### config.mk
export PLATFORM = sky130hd
export DESIGN_NAME = fetch_stage
export DESIGN_NICKNAME = d
export VERILOG_FILES = /design/src/rtl/fetch_stage.sv
export SDC_FILE = /design/constraint.sdc
export NUM_CORES = 1
export LEC_CHECK = 0
export BUFFER_PORTS_ARGS = -buffer_cell sky130_fd_sc_hd__buf_4
export CORE_UTILIZATION = 40
export CTS_BUF_LIST = sky130_fd_sc_hd__clkbuf_8
export DETAILED_ROUTE_END_ITERATION = 6
export PLACE_DENSITY = 0.68
export SYNTH_ARGS = -nofsm -noshare
export SYNTH_HDL_FRONTEND = slang
export SYNTH_SLANG_ARGS = --single-unit
### constraint.sdc
create_clock -name clk -period 4.91 [get_ports clk]
set_clock_uncertainty 0.05 [all_clocks]
set_input_delay 1.2275 -clock clk [delete_from_list [all_inputs] [get_ports clk]]
set_output_delay 1.2275 -clock clk [all_outputs]
set_load 0.005 [all_outputs]
### src/rtl/fetch_stage.sv
// Instruction fetch: owns the PC, drives a variable-latency instruction
// memory, and fills the IF/ID register with instructions or NOP bubbles.
//
// Ports:
//   clk, rst                    clock, synchronous active-high reset
//   imem_en, imem_addr          fetch request and its address
//   imem_data, imem_done        returned instruction and its valid
//   stall, redirect, halt       decode hold, taken branch, HALT in ID
//   redirect_pc                 branch/jump target
//   if_id_instr, if_id_pc_inc   IF/ID instruction and its fetch PC + 2
//   if_id_valid                 IF/ID holds a real instruction
//   pc, halted                  next fetch address, frozen indicator
module fetch_stage (
  input  logic        clk,
  input  logic        rst,
  output logic        imem_en,
  output logic [15:0] imem_addr,
  input  logic [15:0] imem_data,
  input  logic        imem_done,
  input  logic        stall,
  input  logic        redirect,
  input  logic [15:0] redirect_pc,
  input  logic        halt,
  output logic [15:0] if_id_instr,
  output logic [15:0] if_id_pc_inc,
  output logic        if_id_valid,
  output logic [15:0] pc,
  output logic        halted
);

  localparam logic [15:0] NOP = 16'h0800;

  typedef enum logic [1:0] {
    FETCH,
    WAIT,
    DRAIN,
    HALTED
  } state_t;

  state_t      state;
  state_t      state_n;
  logic [15:0] req_addr;
  logic [15:0] req_n;
  logic [15:0] pc_n;
  logic [15:0] instr_n;
  logic [15:0] inc_n;
  logic        valid_n;
  logic        pend;
  logic        pend_n;
  logic [15:0] pc_plus2;
  logic [15:0] req_plus2;

  assign pc_plus2  = pc + 16'd2;
  assign req_plus2 = req_addr + 16'd2;

  // Memory-side outputs depend on registered state only.
  assign imem_en   = (state != HALTED);
  assign imem_addr = (state == WAIT || state == DRAIN)
                   ? req_addr : pc;
  assign halted    = (state == HALTED);

  always_comb begin
    state_n = state;
    req_n   = req_addr;
    pc_n    = pc;
    instr_n = if_id_instr;
    inc_n   = if_id_pc_inc;
    valid_n = if_id_valid;
    pend_n  = pend;
    unique case (state)
      FETCH: begin
        if (redirect) begin
          pc_n    = redirect_pc;
          instr_n = NOP;
          valid_n = 1'b0;
          // Data returning with the redirect is simply dropped.
          if (!imem_done) begin
            req_n   = pc;
            state_n = DRAIN;
          end
        end else if (halt) begin
          instr_n = NOP;
          valid_n = 1'b0;
          if (imem_done) begin
            state_n = HALTED;
          end else begin
            pend_n  = 1'b1;
            req_n   = pc;
            state_n = DRAIN;
          end
        end else if (imem_done) begin
          // Under stall the word is dropped and refetched later.
          if (!stall) begin
            instr_n = imem_data;
            inc_n   = pc_plus2;
            valid_n = 1'b1;
            pc_n    = pc_plus2;
          end
        end else begin
          req_n   = pc;
          state_n = WAIT;
          if (!stall) begin
            instr_n = NOP;
            valid_n = 1'b0;
          end
        end
      end
      WAIT: begin
        if (redirect) begin
          pc_n    = redirect_pc;
          instr_n = NOP;
          valid_n = 1'b0;
          state_n = imem_done ? FETCH : DRAIN;
        end else if (halt) begin
          pend_n  = 1'b1;
          instr_n = NOP;
          valid_n = 1'b0;
          state_n = DRAIN;
        end else if (imem_done) begin
          if (!stall) begin
            instr_n = imem_data;
            inc_n   = req_plus2;
            valid_n = 1'b1;
            pc_n    = req_plus2;
          end
          state_n = FETCH;
        end else if (!stall) begin
          instr_n = NOP;
          valid_n = 1'b0;
        end
      end
      DRAIN: begin
        instr_n = NOP;
        valid_n = 1'b0;
        if (redirect) begin
          pc_n = redirect_pc;
        end else if (halt) begin
          pend_n = 1'b1;
        end
        if (imem_done) begin
          state_n = pend_n ? HALTED : FETCH;
        end
      end
      HALTED: begin
        state_n = HALTED;
      end
      default: begin
        state_n = FETCH;
      end
    endcase
  end

  always_ff @(posedge clk) begin
    if (rst) begin
      state        <= FETCH;
      pc           <= 16'h0000;
      req_addr     <= 16'h0000;
      pend         <= 1'b0;
      if_id_instr  <= NOP;
      if_id_pc_inc <= 16'h0000;
      if_id_valid  <= 1'b0;
    end else begin
      state        <= state_n;
      pc           <= pc_n;
      req_addr     <= req_n;
      pend         <= pend_n;
      if_id_instr  <= instr_n;
      if_id_pc_inc <= inc_n;
      if_id_valid  <= valid_n;
    end
  end

endmodule

-- Word level (Yosys, flattened, before mapping)
Cells that the tools add are included.
- bitwise gates (word level): 1
- mux-type cells: 45
- equal/unequal tests: 26
- reductions and logical operators: 12
- add/sub/neg operators: 2
- operators by type and width (kind ; number):
    $mux W16 ; 17
    $pmux W16 S2 ; 2
    $pmux W16 S3 ; 1
    $add A16 B2 Y16 const B ; 2
    $ne A2 B2 Y1 const B ; 13
    $ne A3 B3 Y1 const B ; 8
    $mux W2 ; 10
    $mux W1 ; 12
    $reduce_and A9 Y1 ; 1
    $pmux W2 S4 ; 1
    $reduce_and A4 Y1 ; 2
    $reduce_and A8 Y1 ; 1
    $eq A2 B2 Y1 const B ; 2
    $ne A4 B2 Y1 const B ; 1
    $ne A4 B4 Y1 const B ; 1
    $reduce_and A2 Y1 ; 2
    $reduce_bool A2 Y1 ; 2
    $pmux W1 S3 ; 1
    $reduce_bool A3 Y1 ; 1
    $eq A2 B1 Y1 const B ; 1
    $logic_not A2 Y1 ; 1
    $pmux W1 S2 ; 1
    $reduce_or A2 Y1 ; 1
    $logic_or A1 B1 Y1 ; 1
    $not A1 Y1 ; 1
- output and inout bits: 67
- word-level logic and storage cells: 93
- flip-flop bits (word level): 68

-- Longest topological paths before layout
- word-level depth: 6
- gate-level depth with buffers: 11
- gate-level depth less buffers: 7

-- Worst setup path before layout
No wires, ideal clock.
- path kind: reg-to-output
- start point: register state[0]
- end point: output port imem_addr[12]
- buffers on the path: 2
- data arrival time: 1.735 ns
- required time: 3.633 ns
- path slack: 1.897 ns
- cell stages (with the launch flop): 6
- cells stage by stage: dfxtp_1 -> inv_1 -> ha_1 -> clkbuf_1 -> clkbuf_1 -> mux2_2
- longest elaborated chain between the ends: 3
- elaborated cells between the ends (all ways): 4
- ends and longest elaborated chain (item ; line ; text):
    from (decl) ; 40 ; state_t state;
    from (signal assigned) ; 163 ; state <= state_n;
    $eq A2 B1 Y1 / $eq A2 B2 Y1 (equally long branches) ; 58 ; assign imem_addr = (state == WAIT || state == DRAIN)
    $logic_or A1 B1 Y1 * ; 58 ;
    $mux W16 * ; 59 ; ? req_addr : pc;
    to (decl) ; 17 ; output logic [15:0] imem_addr,
Every way passes the cells marked *; elsewhere a longest branch is shown, timed or not.

-- Worst setup path after layout
- start point: register state[0]
- end point: output port imem_addr[14]
Same word-level chain as after synthesis.

==> impl_results.md <==
* Status: finished, final reports clean
* H-tree depth at 3
* Lkg Pwr at 1.98 nW
* Final Hold Vio Count at 0
* Total number of vias at 4037
* Die H at 102 µm
* Peak supply drop at 0.231 mV
* Filler Cell Count at 973
* Arr. time, crit path at 2490 ps
* Row count at 36
* DRT Wirelength at 12.1 mm
* Clk root buf: clkbuf_8
* Drt drc at 0
* Area grow syn2layout at 24.8%
* Critical Path RT at 3630 ps
* Largest net degree at the start of global routing at 54
* Rel. slew slack at 41.5%
* Mapped Area at 4010 µm²
* Dpl hpwl at 8.58 mm
* Setup TNS at 0 ps
* Setup Viol. Count Final at 0
* Total Routing Usage GR at 23.5%
* Hold WC Path Type: reg -> reg
* Flop-to-flop setup slack at 2010 ps
* CP Max Fanout at 21
* Initial core utilization at 41.3%
* Die X at 102 µm
* Synth Area per Inst at 8.04 µm²
* Top post-synthesis cells by area: dfxtp_1 (34%), nand2_1 (6.2%), a21oi_1 (4.7%)
* Worst slew pin tran at 877 ps
* Number of hold buffers added after cts at 0
* N_diodes at 0
* Share of the synthesized area in the top cell type at 33.9%
* Max clock buf depth at 2
* CP bufs+invs at 3
* Hold wc startpoint: if_id_pc_inc[1]
* Power density over the cells at 513 nW/µm²
* Yosys reg bits at 68
* Final setup margin at 1140 ps
* Final nets at 624
* Crit-path slowest cell: ha_1
* DR iter-0 viols at 456
* GPL Wtd Cong at 0.930
* Clk pin slew, worst setup/hold paths at 80 ps
* Crit path launch: state[0]
* CP dominant cell by count: buf_4
* Post-CTS setup buffers at 0
* RR Startpoint: state[1]
* Ys flop type: dfxtp_1
* Crit-path cells: inv_1, ha_1, buf_4, mux2_2, buf_4
* Period utilisation layout at 76.7%
* Die area at 10400 µm²
* YS warnings at 0
* Hold Path Sink: if_id_pc_inc[1]
* Syn Nets at 545
* Sink Count at 68
* Fmax at 265 MHz
* Top-count cell post-synth: dfxtp_1
* Post-Place Worst Slack at 1550 ps
* Post-CTS Resized at 0
* Sequential area share after synthesis at 33.9%
* Layout cell share with drive strength beyond 1 at 28.1%
* Async SR Flop Fraction at 0%
* Synth Instances at 499
* Register area at 1360 µm²
* CP delay by family, top: adder cells
* IO buf count at 104
* Internal at 1.45 mW
* Critical Path Start Type: flip-flop
* Total of max-cap violations at 0
* Min cycle time layout at 3770 ps
* Worst-Skew Late Latency at 360 ps
* Initial antenna violation count at 0
* Global-route wire length before repair at 18.8 mm
* Unrepaired setup endpoints after global routing: false
* Core ar. at 9730 µm²
* Clock network fraction of design power at 19.3%
* Area leader, netlist: dfxtp_1
* Pins Over Slew Limit at 0
* Multi-input gate area in the final layout at 2400 µm²
* Number of global-route vias before repair at 3629
* Synth cell count leaders: dfxtp_1 (68), nand2_1 (66), a21oi_1 (38)
* Switching Fraction at 43.7%
* Distinct cells, synth at 53
* R2r endpoint: pc[12]
* EDFF count, synth at 0
* Final ANT Viol Nets at 0
* Hold Crit Depth at 2
* Cts bufs inserted at 9
* Switching power total at 1.12 mW
* Sequential Power Share at 32.5%
* Worst path max stage delay at 710 ps
* Grt ovf at 0
* Setup Crit Path Kind: reg -> out
* Post-DR vias/cell at 5.64
* Combinational power share at 48.3%
* TritonCTS clock tree: built
* Wirelength per Cell at 17.0 µm
* Worst r2r path cells at 8
* DR pass1 iterations at 5
* Critical Path Sink Type: output port
* Io pins at 105
[worst reg2reg max path, stage by stage (launching register included)]
cell and delay [ps]:
dfxtp_1 390, inv_1 110, ha_1 180, buf_4 250, or2_1 380, a311oi_4 740, nand2_1 220, a221oi_1 350
nor3_1 90
[per-stage QoR]
| step | power [mW] | hold WS (ps) | util [%] | instances | cell area, µm² |
|---|---|---|---|---|---|
| floorplan | 1.64 | 385 | - | 499 | 4010 |
| global placement | 2.05 | 394 | 49.3 | 700 | 4800 |
| detailed placement | 2.06 | 398 | 49.3 | 700 | 4800 |
| CTS | 2.56 | 414 | 51.5 | 716 | 5010 |
| global route | 2.74 | 431 | 51.5 | 716 | 5010 |
| finish | 2.57 | 414 | 51.5 | 716 | 5010 |
[power by group through the flow]
stage          combinational (mW)  sequential, mW  clock (mW)
2_1_floorplan               0.876           0.761           0
3_5_place_dp                 1.22           0.840           0
4_1_cts                      1.23           0.829       0.502
5_1_grt                      1.36           0.852       0.525
3_3_place_gp                 1.21           0.841           0
6_report                     1.24           0.835       0.496
[cell usage in the layout, fill, tap and decap left out, types with 3 or more instances in the layout]
master / synthesis / routed
buf_4: 0 / 108
nor4_1: 6 / 6
o21ai_1: 3 / 3
nor2_1: 33 / 33
dfxtp_1: 68 / 68
xnor2_1: 9 / 9
nand3b_1: 3 / 3
nand3_1: 25 / 25
o211ai_1: 7 / 7
a221oi_1: 11 / 11
o22ai_1: 4 / 4
o21ai_0: 25 / 25
ha_1: 8 / 8
nor2_2: 10 / 10
nand2_1: 66 / 66
a22oi_2: 9 / 9
a311oi_1: 3 / 3
a211oi_1: 6 / 6
nand4_1: 5 / 5
nand2b_1: 3 / 3
o221ai_1: 3 / 3
mux2i_1: 13 / 13
clkbuf_8: 0 / 10
inv_1: 15 / 15
a21oi_1: 38 / 38
nor2b_1: 7 / 7
mux2_2: 14 / 14
a22oi_1: 7 / 7
nor3_1: 15 / 15
xor2_1: 16 / 16
and3_1: 4 / 4
[how the worst max path moves through the flow]
stage	end	cells past startpoint	slack (ps)
2_1_floorplan	imem_addr[12]	5	1900
3_3_place_gp	imem_addr[7]	5	1630
3_5_place_dp	imem_addr[14]	5	1550
4_1_cts	imem_addr[14]	5	1140
5_1_grt	imem_addr[14]	5	1010
6_report	imem_addr[14]	5	1140
[kinds of logic after synthesis]
| family | synth area share [%] |
|---|---|
| XOR/XNOR | 5.46 |
| buffers and inverters | 6.30 |
| flip-flops | 33.9 |
| adder cells (fa/ha/maj) | 2.49 |
| AO/OA/AOI/OAI | 22.6 |
| AND/OR/NAND/NOR | 22.1 |
| multiplexers | 7.17 |
[sequential cells by signal, summed over array words and instances, names as in the netlist]
| register | cells |
|---|---|
| if_id_instr | 16 |
| if_id_pc_inc | 16 |
| if_id_valid | 1 |
| pc | 16 |
| pend | 1 |
| req_addr | 16 |
| state | 2 |
[layer usage]
layer	global-route usage, %	part of all wire (%)
met5	0	0
met4	8.02	2.0
met3	5.20	7.4
met2	36.8	46
met1	31.9	45
[final cells by class]
cell class	count	area share, %
multi-input combinational	375	47.9
sequential	68	27.2
timing repair buffer	108	16.2
tap	133	3.32
clock buffer	10	2.75
clock inverter	6	1.42
inverter	16	1.20
Power figures use the tool's default switching activity.
